### src/rtl/press_classifier.sv
// Turns debounced press/release events into short, double and long(+repeat) gesture pulses.
// One shared counter times the active phase; it restarts on every state change.
module press_classifier #(
  parameter int LONG_CYC   = 50_000_000,
  parameter int DOUBLE_CYC = 25_000_000,
  parameter int REPEAT_CYC = 10_000_000,
  parameter int CNT_W      = 27
) (
  input  logic clk,
  input  logic rst,
  input  logic i_state,
  input  logic i_ondn,
  input  logic i_onup,
  output logic o_short,
  output logic o_double,
  output logic o_long,
  output logic o_repeat,
  output logic o_held
);

  localparam logic [2:0] S_IDLE     = 3'd0;
  localparam logic [2:0] S_PRESS1   = 3'd1;
  localparam logic [2:0] S_GAP      = 3'd2;
  localparam logic [2:0] S_LONG     = 3'd3;
  localparam logic [2:0] S_WAIT_REL = 3'd4;

  localparam logic [CNT_W-1:0] LONG_LAST = CNT_W'(LONG_CYC - 1);
  localparam logic [CNT_W-1:0] DBL_LAST  = CNT_W'(DOUBLE_CYC - 1);
  localparam logic [CNT_W-1:0] REP_LAST  = CNT_W'(REPEAT_CYC - 1);

  logic [2:0]       state_q, state_d;
  logic [CNT_W-1:0] cnt_q, cnt_d;
  logic             init_q, init_d;
  logic             short_q, short_d, double_q, double_d;
  logic             long_q, long_d, repeat_q, repeat_d, held_q, held_d;
  logic             dn, up;

  // Simultaneous press and release is treated as noise.
  assign dn = i_ondn & ~i_onup;
  assign up = i_onup & ~i_ondn;

  always_comb begin
    state_d  = state_q;
    init_d   = 1'b0;
    short_d  = 1'b0;
    double_d = 1'b0;
    long_d   = 1'b0;
    repeat_d = 1'b0;
    if (init_q) begin
      // A button already down when reset drops must not produce a gesture.
      state_d = i_state ? S_WAIT_REL : S_IDLE;
    end else begin
      case (state_q)
        S_IDLE: if (dn) state_d = S_PRESS1;
        S_PRESS1: begin
          if (up) state_d = S_GAP;
          else if (cnt_q == LONG_LAST) begin
            state_d = S_LONG;
            long_d  = 1'b1;
          end
        end
        S_GAP: begin
          if (dn) begin
            state_d  = S_WAIT_REL;
            double_d = 1'b1;
          end else if (cnt_q == DBL_LAST) begin
            state_d = S_IDLE;
            short_d = 1'b1;
          end
        end
        S_LONG: begin
          if (up) state_d = S_IDLE;
          else if (cnt_q == REP_LAST) repeat_d = 1'b1;
        end
        S_WAIT_REL: if (up) state_d = S_IDLE;
        default: state_d = S_IDLE;
      endcase
    end

    if (state_d != state_q) cnt_d = '0;
    else if (state_q == S_LONG && cnt_q == REP_LAST) cnt_d = '0;
    else if (state_q == S_PRESS1 || state_q == S_GAP || state_q == S_LONG)
      cnt_d = cnt_q + CNT_W'(1);
    else cnt_d = '0;

    held_d = (state_d == S_LONG);
  end

  always_ff @(posedge clk) begin
    if (rst) begin
      state_q  <= S_IDLE;
      cnt_q    <= '0;
      init_q   <= 1'b1;
      short_q  <= 1'b0;
      double_q <= 1'b0;
      long_q   <= 1'b0;
      repeat_q <= 1'b0;
      held_q   <= 1'b0;
    end else begin
      state_q  <= state_d;
      cnt_q    <= cnt_d;
      init_q   <= init_d;
      short_q  <= short_d;
      double_q <= double_d;
      long_q   <= long_d;
      repeat_q <= repeat_d;
      held_q   <= held_d;
    end
  end

  assign o_short  = short_q;
  assign o_double = double_q;
  assign o_long   = long_q;
  assign o_repeat = repeat_q;
  assign o_held   = held_q;

endmodule

### config.mk
export PLATFORM = sky130hd
export DESIGN_NAME = press_classifier
export DESIGN_NICKNAME = d
export VERILOG_FILES = /design/src/rtl/press_classifier.sv
export SDC_FILE = /design/constraint.sdc
export NUM_CORES = 1
export LEC_CHECK = 0
export BUFFER_PORTS_ARGS = -buffer_cell sky130_fd_sc_hd__buf_2
export CAP_MARGIN = 20
export CORE_MARGIN = 2
export CORE_UTILIZATION = 64
export CTS_CLUSTER_SIZE = 30
export DETAILED_ROUTE_END_ITERATION = 16
export PLACE_DENSITY_LB_ADDON = 0.25
export SETUP_SLACK_MARGIN = 0.1
export SYNTH_ARGS = -nofsm -noshare
export SYNTH_HDL_FRONTEND = slang
export SYNTH_SLANG_ARGS = --single-unit
### constraint.sdc
create_clock -name clk -period 3.8 [get_ports clk]
set_clock_uncertainty 0.05 [all_clocks]
set_input_delay 0.38 -clock clk [delete_from_list [all_inputs] [get_ports clk]]
set_output_delay 0.38 -clock clk [all_outputs]
set_load 0.05 [all_outputs]
After elaboration in Yosys (flattened, before gate mapping). Index checks and enable logic that the tools add are counted.

Flip-flop bits (word level): 36. Bits of input ports: 5. Output and inout port bits: 5. Word-level logic and storage cells: 50.

Add/subtract/negate cells: 1. Eq/ne operators: 9. Muxes and demuxes: 14. Bitwise logic cells: 8. Reductions and logical operators: 10.

Operator list (count): adder 27 x 1 -> 27 bit (second input constant) (1); == test 27 x 24 -> 1 bit (second input constant) (1); == test 27 x 25 -> 1 bit (second input constant) (1); == test 27 x 26 -> 1 bit (second input constant) (1); 2-to-1 mux 3 bit (8); OR reduction 4 bit (4); case mux 3 bit (4 select lines) (1); == test 3 x 2 -> 1 bit (second input constant) (3); inverter 1 bit (6); 2-to-1 mux 1 bit (5); == test 3 x 1 -> 1 bit (second input constant) (1); == test 3 bit (second input constant) (1); logical NOT 3 bit (1); inequality test 3 bit (1); OR reduction 3 bit (1); AND 1 bit (2); logical OR 1 bit (2); OR reduction 2 bit (1); logical AND 1 bit (1).

Depth between registers and ports, before layout. Gate-level depths: netlist of run 1.

Word-level depth: 7. Gate-level depth with buffers: 8. Depth with buffers taken out: 6.

Worst setup path after synthesis of run 1. No wires, ideal clock.

Path kind: flip-flop to flip-flop. Start point: register cnt_q[0]. End point: register cnt_q[26]. Setup time: 78 ps. Arrival: 1972 ps. Required time: 3672 ps. Slack: 1700 ps. Cell stages (with the launch flop): 7. Buffers on the path: 0. Cells stage by stage: dfxtp_1 ha_1 nand3_1 nor4_1 nand4_1 xor2_1 nor3_1.

Word-level cells in the longest chain between the ends: 7.

RTL lines: start: declaration (RTL line 32) `logic [CNT_W-1:0] cnt_q, cnt_d;`; start signal: assignment (RTL line 101) `cnt_q <= cnt_d;`; == test 27 x 25 -> 1 bit / == test 27 x 26 -> 1 bit (equally long branches) (RTL line 66, 57); 2-to-1 mux 3 bit, on equally long branches (RTL line 66, 57); 2-to-1 mux 3 bit, on equally long branches (RTL line 63, 56); case mux 3 bit (4 select lines) (RTL line 53) `case (state_q)`; 2-to-1 mux 3 bit (RTL line 49) `if (init_q) begin`; inequality test 3 bit (RTL line 80) `if (state_d != state_q) cnt_d = '0;`; OR reduction 4 bit (no source line).

Parallel ways exist; a longest one is shown, timed or not. A chain may end at the register's enable or synchronous reset.

Worst setup path in the final report of run 1.
Start point: register cnt_q[0]. End point: register cnt_q[13].

Same word-level chain as after synthesis.

==> results of run 1 <==
## area by class of cell
type                       count  area share, %
clock inverter                 2           1.74
sequential                    36           35.8
multi-input combinational    153           53.1
clock buffer                   6           2.05
inverter                       4          0.746
timing repair buffer          13           4.60
tap                           31           1.93
## synth_stat cells, types with 2 or more instances
master,count,area share [%]
nand2b_1,3,1.0
nor2_1,14,2.8
nor4_1,14,4.7
or2_2,2,0.68
buf_2,3,0.81
nor3_1,17,4.6
inv_1,4,0.81
xnor2_1,14,6.6
nor4_2,11,7.4
and3_1,3,1.0
or4_1,2,0.81
buf_6,2,1.2
xor2_1,12,5.7
and4_1,2,0.95
nand3b_1,5,2.0
nand3_1,10,2.7
nor2b_1,3,1.0
nand2_1,12,2.4
clkbuf_1,3,0.61
nor4b_1,2,0.95
nand4b_1,2,0.95
dfxtp_1,36,39
nand4_1,9,3.0
## layer usage
layer	part of all wire, %	vias up	GRT usage, %	wire length [um]
met5	0	-	0	0
met2	47	58	37.7	1800
li1	-	776	-	-
met1	45	746	33.7	1730
met3	6.7	8	6.70	259
met4	1.7	0	14.3	65
## through the flow
stage               cell area (um^2)  cells  hold slack, ps  total power, W  utilization [%]
global route                    2010    245             176        0.000682             73.0
floorplan                       1850    201             358        0.000400                -
CTS                             1980    243             170        0.000666             71.8
detailed placement              1900    235             456        0.000406             69.0
global placement                1900    235             439        0.000405             69.0
finish                          2010    245             183        0.000660             73.0
## cell families after synthesis
| family | share of synthesized area [%] |
|---|---|
| adders and majority gates | 0.675 |
| buffers and inverters | 3.44 |
| AOI/OAI and AO/OA | 3.17 |
| xor gates and xnor gates | 12.3 |
| muxes | 0.608 |
| and+or+nand+nor | 40.9 |
| DFF | 38.9 |
## critical path: cells and delay by family, from the launching register on
family	cells	cell delay [ps]
buffers and inverters	1	330
AO/OA/AOI/OAI	1	200
flip-flops	1	400
AND/OR/NAND/NOR	4	1290
adder cells (fa/ha/maj)	1	200
## placed cells by master (no fill, tap or decap), types with 2 or more instances in the layout
| cell | instances |
|---|---|
| dfxtp_1 | 36 |
| nor3_1 | 17 |
| nor2_1 | 14 |
| nor4_1 | 14 |
| xnor2_1 | 14 |
| nand2_1 | 12 |
| xor2_1 | 12 |
| nor4_2 | 11 |
| nand3_1 | 10 |
| buf_2 | 10 |
| nand4_1 | 9 |
| nand3b_1 | 5 |
| clkbuf_4 | 5 |
| inv_1 | 4 |
| nand2b_1 | 3 |
| nor2b_1 | 3 |
| and3_1 | 3 |
| nand4b_1 | 2 |
| nor4b_1 | 2 |
| or4_1 | 2 |
| or2_2 | 2 |
| and4_1 | 2 |
| buf_4 | 2 |
## sequential cells by signal, indices dropped and copies added (netlist names)
name	cells
state_q	3
o_repeat	1
o_double	1
o_held	1
cnt_q	27
init_q	1
o_short	1
o_long	1
## final timing paths
check | slack, ps | cells after the start | endpoint
hold / removal | 180 | 1 | init_q
hold reg to reg | 460 | 1 | cnt_q[0]
setup reg to reg | 1210 | 7 | cnt_q[13]
setup / recovery | 1210 | 7 | cnt_q[13]
## power groups by stage
stage | sequential (W) | clock, W | combinational [W]
CTS | 0.000382 | 0.000269 | 0.0000157
global route | 0.000383 | 0.000281 | 0.0000182
global placement | 0.000390 | 0 | 0.0000149
finish | 0.000382 | 0.000262 | 0.0000162
floorplan | 0.000389 | 0 | 0.0000114
detailed placement | 0.000391 | 0 | 0.0000156
==> results by group, run 1 <==
Worst setup path
  • Crit path required time: 3970 ps
  • Worst Setup End Kind: flop
  • Worst stage delay on the critical path: 590 ps
  • CP Class: reg2reg
  • Crit-path cells: ha_1 -> nand3_1 -> nor4_1 -> a31oi_1 -> nor3_4 -> buf_4 -> nor4_1
  • Crit-path slowest cell: nor3_4
  • CP Launch Type: flop
  • WP data arrival: 2760 ps
  • Worst Path Max Fanout: 16
  • CP startpoint: cnt_q[0]
  • Most common cell on crit path: nor4_1
  • Reg2reg start: cnt_q[0]

Timing
  • Fin crit period: 2590 ps
  • Max-Slew Margin vs Limit: 59.3%
  • Worst Slack Setup Final: 1210 ps
  • Final setup fails: 0
  • Max-slew violation count: 0
  • Measured slew at the worst slew-check pin: 608 ps
  • Hold Vio Cnt, Final: 0
  • RSZ-0062 raised after global routing: false
  • Fmax: 387 MHz
  • Period utilization: 68.1%
  • Fin Setup TNS: 0 ps

Run
  • Max-cap violation count: 0

Cells and area
  • Area Overhead vs Synth: 8.58%
  • NumNets Final: 219
  • Fill cell count: 211
  • N_diodes: 0
  • Register area: 721 um^2
  • Fraction of layout cells with a size suffix above 1: 17.3%
  • Multi-input logic area: 1070 um^2

Clocking
  • Cts-stage hold buffer count: 0
  • Clk_lat worst skew: 350 ps
  • Clock sinks: 36
  • H-Tree Depth: 2
  • CTS tree: yes
  • Clk slew on worst S/H paths: 100 ps
  • Resize count post-CTS: 0
  • Inserted Clock Buffers: 5
  • Clk root buf: clkbuf_4
  • Clock buffer depth: 2
  • # Post-CTS Setup Buffers: 0

Detailed routing
  • DRT Wirelength: 3860 um
  • Total number of vias: 1,588
  • DRC errors left: 0
  • Wire length per cell: 15.7 um
  • Drt first pass iters: 6
  • DR iter-0 viols: 72
  • Vias per cell: 6.48
  • Post-route ant nets: 0

Yosys
  • Yosys reg bits: 36
  • Synth warn: 0
  • Top FF cell, synth: dfxtp_1
  • Mean Syn Cell Area: 9.22 um^2
  • Synth Instances: 201
  • EDFF count, synth: 0
  • Synth cell types: 39
  • Syn Std Cell Area: 1850 um^2
  • Asr flop ratio synth: 0%
  • Post-Syn Nets: 207
  • Seq/Total Area, Yosys: 38.9%

Min path
  • Worst Hold Launch: rst
  • Hold Crit Class: in2reg

Floorplanning
  • Die width: 57.8 um
  • CORE AREA: 2760 um^2
  • Die height: 57.8 um
  • Site Rows: 19
  • Die area: 3340 um^2
  • Initial Util: 67.2%
  • # IOs: 10

Power and ir drop
  • Clock share of power: 39.7%
  • VDD IR max: 0.284 mV
  • Combinational power share: 2.5%
  • Pint: 0.000524 W
  • Pwr/cell area: 328 nW/um^2
  • Sw frac: 20.6%
  • Leakage: 0.604 nW
  • Sw Pwr: 0.000136 W
  • Register share of total power: 57.8%

Place
  • # port buffers: 9
  • Setup Slack @ Placement: 1180 ps
  • Final HPWL DP: 2740 um
  • GP Congestion: 0.863

Global routing
  • First-pass GRT wire length: 6510 um
  • Initial antenna violation count: 0
  • Tot GR Track Use: 25.4%
  • Vias in the first global route: 1,434
  • Pin count of the biggest net entering global routing: 28
  • Grt total ovfl: 0

Status
  • Outcome: finished clean
(Power assumes the default switching activity.)
==> run 2: changes to the inputs <==
- CORE_UTILIZATION: 64 -> 60
- clock period: 3.8 -> 2.44 ns (I/O delays scaled with it)
==> run 2 against run 1 <==
Compared with the run above:
- count of clock-buffer cells in the layout increased by 1
- clock power increased by 80%
- worst hold slack got worse by 130 ps
- wire length rose by 6.0%
- non-clock buffer count is 2 higher
- register-to-register slack got worse by 1000 ps
- first-iteration DRC count rose by 4.2%
- utilization down 4.7 points
- sequential cell count unchanged
- combinational power grew 56%
- critical path type unchanged
- critical endpoint is now cnt_q[7]
- largest power group unchanged
==> results by group, run 2 (synthesized netlist as in run 1, its figures left out) <==
Status
  • Outcome: finished clean

Detailed routing
  • DR iter-0 viols: 75 (+4.2%)
  • Wire length per cell: 16.4 um (+4.3%)
  • Drt first pass iters: 4 (-2)
  • Post-route ant nets: 0 (unchanged)
  • Vias per cell: 6.44 (-0.62%)
  • DRC errors left: 0 (unchanged)
  • Total number of vias: 1,604 (+1.0%)
  • DRT Wirelength: 4090 um (+6.0%)

Place
  • # port buffers: 9 (unchanged)
  • GP Congestion: 0.920 (+6.6%)
  • Final HPWL DP: 2950 um (+7.7%)
  • Setup Slack @ Placement: 223 ps (-953 ps)

Worst setup path
  • R2r setup slk: 210 ps (-1000 ps)
  • Reg2reg end: cnt_q[7]
  • WP data arrival: 2430 ps (-330 ps)
  • CP startpoint: cnt_q[16]
  • Crit path required time: 2640 ps (-1330 ps)
  • Worst Setup End Kind: flop
  • CP Launch Type: flop
  • CP Class: reg2reg
  • R2R depth: 6 (-1)
  • Crit-path cells: or4b_4 -> nor4_2 -> and4bb_1 -> nor3_4 -> buf_12 -> nor4_1
  • Crit-path slowest cell: or4b_4
  • Worst stage delay on the critical path: 540 ps (-50 ps)
  • Reg2reg start: cnt_q[16]
  • Worst Path Max Fanout: 27 (+11)

Cells and area
  • Leading cell type in the layout, fill and taps excluded: dfxtp_1
  • Top flop regs: cnt_q: 27 flops, state_q: 3 flops
  • Register area: 721 um^2 (unchanged)
  • Fraction of layout cells with a size suffix above 1: 19.0% (+1.7 points)
  • Area Overhead vs Synth: 10.6%
  • Largest reg by FF count: cnt_q
  • N_diodes: 0 (unchanged)
  • Max FFs per register: 27 (unchanged)
  • Commonest cells after routing, fill and taps aside: 36 x dfxtp_1, 17 x nor3_1, 14 x nor2_1, 14 x xnor2_1, 13 x nor4_1
  • Finished Core Util: 68.3% (-4.7 points)
  • Fill cell count: 253 (+20%)
  • Multi-input logic area: 1070 um^2 (+0.59%)
  • NumNets Final: 221 (+0.91%)

Global routing
  • First-pass GRT wire length: 6730 um (+3.5%)
  • Vias in the first global route: 1,456 (+1.5%)
  • Initial antenna violation count: 0 (unchanged)
  • Tot GR Track Use: 25.7% (+0.24 points)
  • Pin count of the biggest net entering global routing: 28 (unchanged)
  • Grt total ovfl: 0 (unchanged)

Power and ir drop
  • Pint: 0.000873 W (+67%)
  • Clock share of power: 43.2% (+3.5 points)
  • Sw frac: 20.0% (-0.61 points)
  • Sw Pwr: 0.000219 W (+60%)
  • Combinational power share: 2.3% (-0.2 points)
  • Pwr/cell area: 533 nW/um^2 (+62%)
  • Register share of total power: 54.5% (-3.3 points)
  • VDD IR max: 0.347 mV (+22%)
  • Leakage: 0.616 nW (+1.9%)

Clocking
  • Inserted Clock Buffers: 5 (unchanged)
  • Clk_lat worst skew: 350 ps (about the same)
  • Clk slew on worst S/H paths: 110 ps (about the same)
  • Cts-stage hold buffer count: 0 (unchanged)
  • Clock buffer depth: 2 (unchanged)
  • CTS tree: yes
  • Clk root buf: clkbuf_4
  • H-Tree Depth: 2 (unchanged)
  • Clock sinks: 36 (unchanged)

Timing
  • RSZ-0062 raised after global routing: false
  • Max-Slew Margin vs Limit: 69.7% (+10 points)
  • Measured slew at the worst slew-check pin: 443 ps (-165 ps)
  • Fin Setup TNS: 0 ps (unchanged)
  • Hold Vio Cnt, Final: 0 (unchanged)
  • Fin crit period: 2230 ps (-356 ps)
  • Final setup fails: 0 (unchanged)
  • Worst Slack Setup Final: 210 ps (-1000 ps)
  • Fmax: 448 MHz (+16%)
  • Period utilization: 91.4% (+23 points)
  • Max-slew violation count: 0 (unchanged)

Floorplanning
  • Die area: 3550 um^2 (+6.2%)
  • Die height: 59.6 um (+3.1%)
  • Die width: 59.6 um (+3.1%)
  • Site Rows: 20 (+1)
  • # IOs: 10 (unchanged)
  • CORE AREA: 3000 um^2 (+8.9%)
  • Initial Util: 61.7% (-5.5 points)

Min path
  • Worst Hold Launch: rst
  • Hold Crit Class: in2reg
  • Worst Hold Path EP: init_q
  • Hold depth: 1 (unchanged)

Run
  • Max-cap violation count: 0 (unchanged)
==> run 2: per-stage QoR <==
| stage | hold slack (ps) | instance area, um^2 | total power [W] | instances |
|---|---|---|---|---|
| after floorplan | 222 | 1850 | 0.000623 | 201 |
| after global placement | 403 | 1950 | 0.000632 | 241 |
| after CTS | 40.5 | 2040 | 0.00110 | 249 |
| after global routing | 33.7 | 2050 | 0.00113 | 249 |
| final | 53.2 | 2050 | 0.00109 | 249 |
| after detailed placement | 406 | 1950 | 0.000633 | 241 |
==> run 2: per-layer routing <==
metal  GRT usage [%]  wire length, um  share of wire, %
met1            31.2             1820                44
met2            41.1             2000                49
met3            7.64              198               4.8
met4            12.7               73               1.8
met5               0                0                 0
==> run 2: power by group through the flow <==
stage	Clock (W)	Sequential [W]	Combinational (W)
after floorplan	0	0.000606	0.0000177
after global placement	0	0.000608	0.0000240
after detailed placement	0	0.000608	0.0000251
after CTS	0.000481	0.000595	0.0000252
after global routing	0.000506	0.000596	0.0000273
final	0.000472	0.000595	0.0000252
==> run 2: worst max path at each step <==
stage	endpoint	depth (start not counted)	slack, ps
floorplan	cnt_q[26]	6	340
global placement	cnt_q[26]	8	270
detailed placement	cnt_q[7]	6	220
CTS	cnt_q[7]	6	210
global route	cnt_q[1]	6	100
finish	cnt_q[7]	6	210
==> run 2: worst max-delay path, delay by kind of cell, from the launching register on <==
family / cells / cell delay (ps)
AND/OR/NAND/NOR: 5 / 1510
flip-flops: 1 / 380
buffers and inverters: 1 / 180
==> run 2: cell type report <==
cell class	instances	share of cell area (%)
clock buffer	7	3.17
clock inverter	1	1.47
inverter	4	0.733
multi-input combinational	153	52.4
sequential	36	35.2
tap	33	2.01
timing repair buffer	15	5.01
==> run 2: repair_timing <==
item                                    in CTS  in global routing
gates resized for setup                      0                  1
setup buffers                                0                  0
endpoints found under the setup margin       0                  6
